<file path="src/rtl/apb2axi_pkg.sv">
// -----------------------------------------------------------------------------
// apb2axi_pkg
// Shared constants and types for the APB-to-AXI bridge.
//   REQ_WIDTH   : width of one request FIFO entry
//   AXI_ID_W    : AXI ID width; the shared ID pool holds 2**AXI_ID_W IDs
//   MAX_WR_OST  : default limit on outstanding writes
//   MAX_RD_OST  : default limit on outstanding reads
//   dir_e       : transfer direction tag stored per busy ID
// -----------------------------------------------------------------------------
package apb2axi_pkg;

    localparam int REQ_WIDTH  = 32;
    localparam int AXI_ID_W   = 4;
    localparam int MAX_WR_OST = 8;
    localparam int MAX_RD_OST = 8;

    typedef enum logic {
        DIR_RD = 1'b0,
        DIR_WR = 1'b1
    } dir_e;

endpackage

</file>
<file path="src/rtl/apb2axi_id_pool.sv">
// -----------------------------------------------------------------------------
// apb2axi_id_pool
// Shared AXI ID pool: a busy bit and a direction bit per ID.
// Ports:
//   clk, rst                  : clock, asynchronous active-high reset
//   alloc_en / alloc_dir      : take the lowest free ID for the given direction
//   free_avail / alloc_id     : some ID is free in the registered vector / which
//   wr_cpl_* / rd_cpl_*       : completion notifications per direction
//   wr_cpl_ok / rd_cpl_ok     : completion matches a busy ID of that direction
//   pool_empty                : registered, no ID left free
//   cpl_err                   : registered one-cycle pulse on a bogus completion
// -----------------------------------------------------------------------------
module apb2axi_id_pool #(
    parameter int AXI_ID_W = apb2axi_pkg::AXI_ID_W
) (
    input  logic                clk,
    input  logic                rst,
    input  logic                alloc_en,
    input  logic                alloc_dir,
    output logic                free_avail,
    output logic [AXI_ID_W-1:0] alloc_id,
    input  logic                wr_cpl_valid,
    input  logic [AXI_ID_W-1:0] wr_cpl_id,
    input  logic                rd_cpl_valid,
    input  logic [AXI_ID_W-1:0] rd_cpl_id,
    output logic                wr_cpl_ok,
    output logic                rd_cpl_ok,
    output logic                pool_empty,
    output logic                cpl_err
);
    import apb2axi_pkg::*;

    localparam int NUM_IDS = 1 << AXI_ID_W;

    logic [NUM_IDS-1:0] busy_q, busy_d;
    logic [NUM_IDS-1:0] dir_q, dir_d;
    logic               pool_empty_q, pool_empty_d;
    logic               cpl_err_q, cpl_err_d;

    // Lowest-index free ID; scanning downwards lets the lowest index win.
    always_comb begin
        alloc_id = {AXI_ID_W{1'b0}};
        for (int i = NUM_IDS - 1; i >= 0; i--) begin
            alloc_id = (!busy_q[i]) ? AXI_ID_W'(i) : alloc_id;
        end
    end

    assign free_avail = ~(&busy_q);

    // A completion is legitimate only for an ID busy in the same direction.
    assign wr_cpl_ok = wr_cpl_valid & busy_q[wr_cpl_id] & (dir_q[wr_cpl_id] == DIR_WR);
    assign rd_cpl_ok = rd_cpl_valid & busy_q[rd_cpl_id] & (dir_q[rd_cpl_id] == DIR_RD);

    // Next busy/dir vectors. The allocated ID is free in busy_q while any
    // legitimately completed ID is busy there, so the updates never collide.
    always_comb begin
        busy_d = busy_q;
        dir_d  = dir_q;
        busy_d[alloc_id]  = busy_q[alloc_id] | alloc_en;
        dir_d[alloc_id]   = alloc_en ? alloc_dir : dir_q[alloc_id];
        busy_d[wr_cpl_id] = busy_d[wr_cpl_id] & ~wr_cpl_ok;
        busy_d[rd_cpl_id] = busy_d[rd_cpl_id] & ~rd_cpl_ok;
        pool_empty_d = &busy_d;
        cpl_err_d    = (wr_cpl_valid & ~wr_cpl_ok) | (rd_cpl_valid & ~rd_cpl_ok);
    end

    // Pool state and status registers.
    always_ff @(posedge clk or posedge rst) begin
        if (rst) begin
            busy_q       <= {NUM_IDS{1'b0}};
            dir_q        <= {NUM_IDS{1'b0}};
            pool_empty_q <= 1'b0;
            cpl_err_q    <= 1'b0;
        end else begin
            busy_q       <= busy_d;
            dir_q        <= dir_d;
            pool_empty_q <= pool_empty_d;
            cpl_err_q    <= cpl_err_d;
        end
    end

    assign pool_empty = pool_empty_q;
    assign cpl_err    = cpl_err_q;

endmodule

</file>
<file path="src/rtl/apb2axi_issue_sched.sv">
// -----------------------------------------------------------------------------
// apb2axi_issue_sched
// Issues requests from the WR/RD request FIFOs to the write/read builders,
// tagging each with an AXI ID from a pool shared by both directions.
// Ports:
//   aclk, areset                       : clock, asynchronous active-high reset
//   wr_in_* / rd_in_*                  : FIFO pop side (ready = grant, comb)
//   wr_out_* / rd_out_*                : registered stage towards the builders
//   wr_cpl_* / rd_cpl_*                : completions that release IDs
//   wr_ost_cnt / rd_ost_cnt            : outstanding transactions per direction
//   id_pool_empty                      : registered, no free ID
//   cpl_err                            : pulse on completion of a non-busy ID
// -----------------------------------------------------------------------------
module apb2axi_issue_sched #(
    parameter  int FIFO_ENTRY_W = apb2axi_pkg::REQ_WIDTH,
    parameter  int AXI_ID_W     = apb2axi_pkg::AXI_ID_W,
    parameter  int MAX_WR_OST   = apb2axi_pkg::MAX_WR_OST,
    parameter  int MAX_RD_OST   = apb2axi_pkg::MAX_RD_OST,
    localparam int WR_CNT_W     = $clog2(MAX_WR_OST + 1),
    localparam int RD_CNT_W     = $clog2(MAX_RD_OST + 1)
) (
    input  logic                    aclk,
    input  logic                    areset,
    input  logic                    wr_in_valid,
    output logic                    wr_in_ready,
    input  logic [FIFO_ENTRY_W-1:0] wr_in_data,
    input  logic                    rd_in_valid,
    output logic                    rd_in_ready,
    input  logic [FIFO_ENTRY_W-1:0] rd_in_data,
    output logic                    wr_out_valid,
    input  logic                    wr_out_ready,
    output logic [FIFO_ENTRY_W-1:0] wr_out_data,
    output logic [AXI_ID_W-1:0]     wr_out_id,
    output logic                    rd_out_valid,
    input  logic                    rd_out_ready,
    output logic [FIFO_ENTRY_W-1:0] rd_out_data,
    output logic [AXI_ID_W-1:0]     rd_out_id,
    input  logic                    wr_cpl_valid,
    input  logic [AXI_ID_W-1:0]     wr_cpl_id,
    input  logic                    rd_cpl_valid,
    input  logic [AXI_ID_W-1:0]     rd_cpl_id,
    output logic [WR_CNT_W-1:0]     wr_ost_cnt,
    output logic [RD_CNT_W-1:0]     rd_ost_cnt,
    output logic                    id_pool_empty,
    output logic                    cpl_err
);
    import apb2axi_pkg::*;

    dir_e                    rr_q, rr_d;
    logic [WR_CNT_W-1:0]     wr_ost_cnt_q, wr_ost_cnt_d;
    logic [RD_CNT_W-1:0]     rd_ost_cnt_q, rd_ost_cnt_d;
    logic                    wr_out_valid_q, wr_out_valid_d;
    logic [FIFO_ENTRY_W-1:0] wr_out_data_q, wr_out_data_d;
    logic [AXI_ID_W-1:0]     wr_out_id_q, wr_out_id_d;
    logic                    rd_out_valid_q, rd_out_valid_d;
    logic [FIFO_ENTRY_W-1:0] rd_out_data_q, rd_out_data_d;
    logic [AXI_ID_W-1:0]     rd_out_id_q, rd_out_id_d;

    logic                    free_avail;
    logic [AXI_ID_W-1:0]     alloc_id;
    logic                    wr_cpl_ok, rd_cpl_ok;
    logic                    wr_open, rd_open, wr_elig, rd_elig;
    logic                    grant_wr, grant_rd;

    apb2axi_id_pool #(
        .AXI_ID_W (AXI_ID_W)
    ) u_id_pool (
        .clk          (aclk),
        .rst          (areset),
        .alloc_en     (grant_wr | grant_rd),
        .alloc_dir    (grant_wr),
        .free_avail   (free_avail),
        .alloc_id     (alloc_id),
        .wr_cpl_valid (wr_cpl_valid),
        .wr_cpl_id    (wr_cpl_id),
        .rd_cpl_valid (rd_cpl_valid),
        .rd_cpl_id    (rd_cpl_id),
        .wr_cpl_ok    (wr_cpl_ok),
        .rd_cpl_ok    (rd_cpl_ok),
        .pool_empty   (id_pool_empty),
        .cpl_err      (cpl_err)
    );

    // A stage can take a new request if it is empty or draining this cycle.
    assign wr_open = ~wr_out_valid_q | wr_out_ready;
    assign rd_open = ~rd_out_valid_q | rd_out_ready;
    assign wr_elig = wr_in_valid & wr_open & (wr_ost_cnt_q < WR_CNT_W'(MAX_WR_OST)) & free_avail;
    assign rd_elig = rd_in_valid & rd_open & (rd_ost_cnt_q < RD_CNT_W'(MAX_RD_OST)) & free_avail;

    // Single grant per cycle; the rr pointer only matters under contention.
    always_comb begin
        grant_wr = 1'b0;
        grant_rd = 1'b0;
        rr_d     = rr_q;
        if (wr_elig && rd_elig) begin
            grant_wr = (rr_q == DIR_WR);
            grant_rd = (rr_q == DIR_RD);
        end else begin
            grant_wr = wr_elig;
            grant_rd = rd_elig;
        end
        if (grant_wr) begin
            rr_d = DIR_RD;
        end else if (grant_rd) begin
            rr_d = DIR_WR;
        end else begin
            rr_d = rr_q;
        end
    end

    assign wr_in_ready = grant_wr;
    assign rd_in_ready = grant_rd;

    // Outstanding counters: a grant and a legitimate completion cancel out.
    always_comb begin
        wr_ost_cnt_d = wr_ost_cnt_q + WR_CNT_W'(grant_wr) - WR_CNT_W'(wr_cpl_ok);
        rd_ost_cnt_d = rd_ost_cnt_q + RD_CNT_W'(grant_rd) - RD_CNT_W'(rd_cpl_ok);
    end

    // Output stages: load on grant, clear valid on handshake, else hold.
    always_comb begin
        wr_out_valid_d = wr_out_valid_q;
        wr_out_data_d  = wr_out_data_q;
        wr_out_id_d    = wr_out_id_q;
        rd_out_valid_d = rd_out_valid_q;
        rd_out_data_d  = rd_out_data_q;
        rd_out_id_d    = rd_out_id_q;
        if (grant_wr) begin
            wr_out_valid_d = 1'b1;
            wr_out_data_d  = wr_in_data;
            wr_out_id_d    = alloc_id;
        end else if (wr_out_ready) begin
            wr_out_valid_d = 1'b0;
        end else begin
            wr_out_valid_d = wr_out_valid_q;
        end
        if (grant_rd) begin
            rd_out_valid_d = 1'b1;
            rd_out_data_d  = rd_in_data;
            rd_out_id_d    = alloc_id;
        end else if (rd_out_ready) begin
            rd_out_valid_d = 1'b0;
        end else begin
            rd_out_valid_d = rd_out_valid_q;
        end
    end

    // Scheduler state registers.
    always_ff @(posedge aclk or posedge areset) begin
        if (areset) begin
            rr_q           <= DIR_WR;
            wr_ost_cnt_q   <= {WR_CNT_W{1'b0}};
            rd_ost_cnt_q   <= {RD_CNT_W{1'b0}};
            wr_out_valid_q <= 1'b0;
            wr_out_data_q  <= {FIFO_ENTRY_W{1'b0}};
            wr_out_id_q    <= {AXI_ID_W{1'b0}};
            rd_out_valid_q <= 1'b0;
            rd_out_data_q  <= {FIFO_ENTRY_W{1'b0}};
            rd_out_id_q    <= {AXI_ID_W{1'b0}};
        end else begin
            rr_q           <= rr_d;
            wr_ost_cnt_q   <= wr_ost_cnt_d;
            rd_ost_cnt_q   <= rd_ost_cnt_d;
            wr_out_valid_q <= wr_out_valid_d;
            wr_out_data_q  <= wr_out_data_d;
            wr_out_id_q    <= wr_out_id_d;
            rd_out_valid_q <= rd_out_valid_d;
            rd_out_data_q  <= rd_out_data_d;
            rd_out_id_q    <= rd_out_id_d;
        end
    end

    assign wr_out_valid = wr_out_valid_q;
    assign wr_out_data  = wr_out_data_q;
    assign wr_out_id    = wr_out_id_q;
    assign rd_out_valid = rd_out_valid_q;
    assign rd_out_data  = rd_out_data_q;
    assign rd_out_id    = rd_out_id_q;
    assign wr_ost_cnt   = wr_ost_cnt_q;
    assign rd_ost_cnt   = rd_ost_cnt_q;

endmodule

</file>
<file path="config.mk">
export PLATFORM = sky130hd
export DESIGN_NAME = apb2axi_issue_sched
export DESIGN_NICKNAME = d
export VERILOG_FILES = /design/src/rtl/apb2axi_pkg.sv /design/src/rtl/apb2axi_id_pool.sv /design/src/rtl/apb2axi_issue_sched.sv
export SDC_FILE = /design/constraint.sdc
export NUM_CORES = 1
export LEC_CHECK = 0
export CAP_MARGIN = 30
export CORE_ASPECT_RATIO = 2
export CORE_MARGIN = 2
export CORE_UTILIZATION = 55
export DETAILED_ROUTE_END_ITERATION = 16
export GPL_TIMING_DRIVEN = 0
export MAX_ROUTING_LAYER = met4
export PLACE_DENSITY = 0.87
export SYNTH_ARGS = -nofsm -noshare
export SYNTH_HDL_FRONTEND = slang
export SYNTH_SLANG_ARGS = --single-unit
</file>
<file path="constraint.sdc">
create_clock -name aclk -period 9.7 [get_ports aclk]
set_input_delay 2.425 -clock aclk [delete_from_list [all_inputs] [get_ports aclk]]
set_output_delay 2.425 -clock aclk [all_outputs]
set_load 0.005 [all_outputs]
</file>
==> out/summary.json <==
{
  "synth": {
    "synth.yosys.seq_area_share_pct": 42.2,
    "post_synth_main_area_contributors": "sky130_fd_sc_hd__dfrtp_1, sky130_fd_sc_hd__mux2_2, sky130_fd_sc_hd__nand2_1",
    "post-synth-top-area-fraction_pct": 41.9,
    "syn-cell-area_sq_um": 6930,
    "synth_largest_area_cell": "sky130_fd_sc_hd__dfrtp_1",
    "synth_flop_cell": "sky130_fd_sc_hd__dfrtp_1",
    "number_of_register_bits_inferred_by_synthesis": 117,
    "yosys.cell_types.count": 79,
    "netlist_instances": 735,
    "synth_warnings": 0,
    "number_of_flops_mapped_to_enable_cells_by_yosys": 0,
    "mappedNetlistNets": 825,
    "synth.most_common_cell": "sky130_fd_sc_hd__nand2_1",
    "synth-async-reset-ratio_pct": 100,
    "postSynthAreaPerCell_sq_um": 9.43,
    "synth_top_cells_by_count": "sky130_fd_sc_hd__nand2_1, sky130_fd_sc_hd__dfrtp_1, sky130_fd_sc_hd__nor2_1"
  },
  "detailed_routing": {
    "number_of_design_rule_violations_left_by_the_first_detailed_router_iteration": 822,
    "ant_nets": 0,
    "postRouteWirelength_um": 23600,
    "drcViolationCount": 0,
    "firstDrtPassIters": 6,
    "detail_route.vias_per_cell": 6.29,
    "route.detailed.wl_per_inst_um": 21.9,
    "dr_total_vias": 6785
  },
  "timing": {
    "worst_slew_margin_rel_pct": 26.2,
    "report.final.slew_viol_count": 0,
    "finalSetupTns_ns": 0,
    "rsz0062_at_grt": "no",
    "post-route-period-util_pct": 78.0,
    "timing_hold_violations_final": 0,
    "worstMarginPinSlew_ns": 1.09,
    "fin_worst_skew_ns": 0.0111,
    "final_period_minus_worst_setup_slack_ns": 7.57,
    "setup_viol_count_final": 0,
    "peak_clock_frequency_supported_by_timing_ghz": 0.132
  },
  "clock_network": {
    "numCtsBuffers": 17,
    "post_cts_resize_count": 0,
    "cts_setup_buffers": 0,
    "cts_hold_buffers": 0,
    "path_clk_slew_ns": 0.06,
    "clk_latency_ns": 0.43,
    "cts_root_buffer": "sky130_fd_sc_hd__clkbuf_16",
    "cts_num_sinks": 117,
    "tritoncts": "done",
    "clk_path_buf_depth": 2,
    "h-tree-depth": 4
  },
  "grt": {
    "grt_max_degree": 74,
    "number_of_global_route_vias_before_repair": 7079,
    "antenna_violations_before_repair": 0,
    "global_route_wire_length_before_repair_um": 37700,
    "groute.usage.overall_pct": 36.6,
    "overflow": 0
  },
  "critical_path": {
    "cp.arrival_ns": 5.14,
    "number_of_cells_on_the_worst_reg_to_reg_path": 12,
    "worstSetupEndpointType": "output port",
    "cp.required_ns": 7.28,
    "delay_heaviest_family_cp": "buffers and inverters",
    "worstPathMaxFanout": 11,
    "crit_path_top_delay_cell": "sky130_fd_sc_hd__clkdlybuf4s50_1",
    "r2r_setup_slack_ns": 5.62,
    "max_stage_delay_ns": 0.62,
    "worstPathCellList": "clkdlybuf4s50_1 -> nand2b_1 -> nor2_1 -> o31a_1 -> o21a_1 -> clkbuf_1 -> buf_1 -> clkdlybuf4s50_1",
    "critPathMostFrequentCell": "sky130_fd_sc_hd__clkdlybuf4s50_1",
    "critPathLaunch": "wr_in_valid",
    "startpoint_type": "primary input",
    "worst-setup-path-type": "in -> out",
    "r2r_end": "u_id_pool.pool_empty",
    "path_buf_inv": 4,
    "crit-reg2reg-launch": "u_id_pool.busy_q[0]"
  },
  "pwr": {
    "clockPowerShare_pct": 20.7,
    "seq_power_share_pct": 27.9,
    "static-leakage-power_nw": 3.97,
    "worst_ir_drop_vdd_mv": 0.255,
    "p_total_mw": 3.18,
    "p_comb_share_pct": 51.4,
    "switchingPower_mw": 1.29,
    "internal_power_mw": 1.89,
    "p_sw_share_pct": 40.5,
    "power_per_cell_area_nw_per_um2": 340
  },
  "placed_design": {
    "port-buffer-count": 159,
    "post-dp-hpwl_um": 16600,
    "globalplace.congestion": 0.962,
    "dpl-instance-area_sq_um": 8750
  },
  "floorplan": {
    "number_of_placement_rows": 58,
    "floorplan.io_pins": 166,
    "core_area_sq_um": 12400,
    "fp.dieH_um": 163,
    "dieWidth_um": 83.4,
    "fp.dieArea_sq_um": 13600,
    "initial_utilization_pct": 55.9
  },
  "layout": {
    "number_of_antenna_cells_inserted": 0,
    "filler_cell_count": 821,
    "area_growth_pct": 34.9,
    "drive_above_1_share_pct": 15.8,
    "final_net_count": 1005,
    "final_area_sq_um": 9350,
    "final_core_util_pct": 75.4
  },
  "hold_path": {
    "hold_class": "reg -> reg",
    "min_to": "rd_out_data[2]",
    "hold_sp": "rd_out_data[2]",
    "hold_depth": 2
  },
  "flow_run": {
    "max_cap_viol_count": 0
  },
  "outcome": {
    "run_status": "complete, no violations"
  }
}
-- kinds of logic after synthesis --
family / synth area share, %
AND/OR/NAND/NOR: 19.5
AO/OA/AOI/OAI: 17.1
flip-flops: 42.2
buffers and inverters: 5.23
multiplexers: 13.1
adder cells (fa/ha/maj): 2.02
XOR/XNOR: 0.884
-- worst register-to-register path, cell delays in order, from the launching register on --
cell,delay (ns)
sky130_fd_sc_hd__dfrtp_1,0.38
sky130_fd_sc_hd__buf_4,0.19
sky130_fd_sc_hd__nor3b_1,0.15
sky130_fd_sc_hd__a311oi_1,0.22
sky130_fd_sc_hd__a211oi_1,0.08
sky130_fd_sc_hd__o311ai_0,0.96
sky130_fd_sc_hd__o211ai_1,0.29
sky130_fd_sc_hd__a221oi_2,0.25
sky130_fd_sc_hd__o211a_1,0.28
sky130_fd_sc_hd__inv_1,0.10
sky130_fd_sc_hd__o31ai_1,0.48
sky130_fd_sc_hd__nand3_1,0.18
sky130_fd_sc_hd__a2111oi_2,0.38
-- power groups by stage --
stage / Combinational (mW) / Clock [mW] / Sequential (mW)
3_5_place_dp: 1.58 / 0 / 0.881
2_1_floorplan: 0.893 / 0 / 0.860
4_1_cts: 1.61 / 0.659 / 0.883
6_report: 1.63 / 0.657 / 0.888
3_3_place_gp: 1.53 / 0 / 0.867
5_1_grt: 1.74 / 0.678 / 0.913
-- worst max path at each step --
stage                             end  slack [ns]  cells after the start
after global routing      wr_in_ready        1.96                      8
after global placement    wr_in_ready        2.20                      8
final                     wr_in_ready        2.13                      8
after detailed placement  wr_in_ready        2.11                      8
after CTS                 wr_in_ready        2.11                      8
after floorplan           wr_in_ready        3.67                      6
-- state kept, by name, summed over array words and instances (netlist names), 4 cells and up --
signal            flops
u_id_pool.dir_q      16
rd_out_id             4
u_id_pool.busy_q     16
rd_out_data          32
rd_ost_cnt            4
wr_out_id             4
wr_out_data          32
wr_ost_cnt            4
-- cells in the final DEF, fill, tap and decap left out, types with 5 or more instances in the layout --
master	instances
sky130_fd_sc_hd__xnor2_1	7
sky130_fd_sc_hd__nor2_1	56
sky130_fd_sc_hd__o31ai_1	6
sky130_fd_sc_hd__mux4_2	6
sky130_fd_sc_hd__buf_4	9
sky130_fd_sc_hd__mux2i_1	16
sky130_fd_sc_hd__nand2_1	143
sky130_fd_sc_hd__nand4_1	8
sky130_fd_sc_hd__nor3b_1	5
sky130_fd_sc_hd__a21oi_1	29
sky130_fd_sc_hd__a221oi_1	5
sky130_fd_sc_hd__clkdlybuf4s50_1	159
sky130_fd_sc_hd__a31oi_1	6
sky130_fd_sc_hd__o211ai_1	6
sky130_fd_sc_hd__nand2b_1	14
sky130_fd_sc_hd__inv_6	6
sky130_fd_sc_hd__a21o_1	7
sky130_fd_sc_hd__inv_1	26
sky130_fd_sc_hd__and2_1	8
sky130_fd_sc_hd__nor2b_1	11
sky130_fd_sc_hd__ha_1	8
sky130_fd_sc_hd__nand3_1	11
sky130_fd_sc_hd__clkbuf_16	17
sky130_fd_sc_hd__o21ai_0	15
sky130_fd_sc_hd__dfrtp_1	116
sky130_fd_sc_hd__o311ai_0	5
sky130_fd_sc_hd__clkbuf_1	22
sky130_fd_sc_hd__a211oi_1	7
sky130_fd_sc_hd__o21ai_1	5
sky130_fd_sc_hd__nor3_1	10
sky130_fd_sc_hd__buf_1	5
sky130_fd_sc_hd__mux2_2	53
sky130_fd_sc_hd__buf_2	18
-- per-stage QoR --
stage	hold WS, ns	std cells	worst slack [ns]
floorplan	0.470	735	3.67
global route	0.505	1078	1.96
CTS	0.476	1078	2.11
global placement	0.456	1044	2.20
finish	0.472	1078	2.13
detailed placement	0.461	1046	2.11
-- metal layers --
layer	part of all wire (%)	wire length, um	track usage [%]
met1	38	8950	43.8
met4	4.0	947	17.1
met2	49	11700	58.7
met3	8.7	2070	8.31
met5	0	0	-
-- final cells by class --
| class | count | area [sq um] | share of cell area (%) |
|---|---|---|---|
| buffer | 53 | 254 | 2.72 |
| clock buffer | 18 | 439 | 4.70 |
| clock inverter | 14 | 165 | 1.77 |
| inverter | 29 | 114 | 1.22 |
| multi-input combinational | 536 | 3640 | 38.9 |
| sequential | 117 | 2930 | 31.3 |
| tap | 150 | 188 | 2.01 |
| timing repair buffer | 161 | 1620 | 17.4 |
Note: power is estimated with default switching activity, not from simulation.
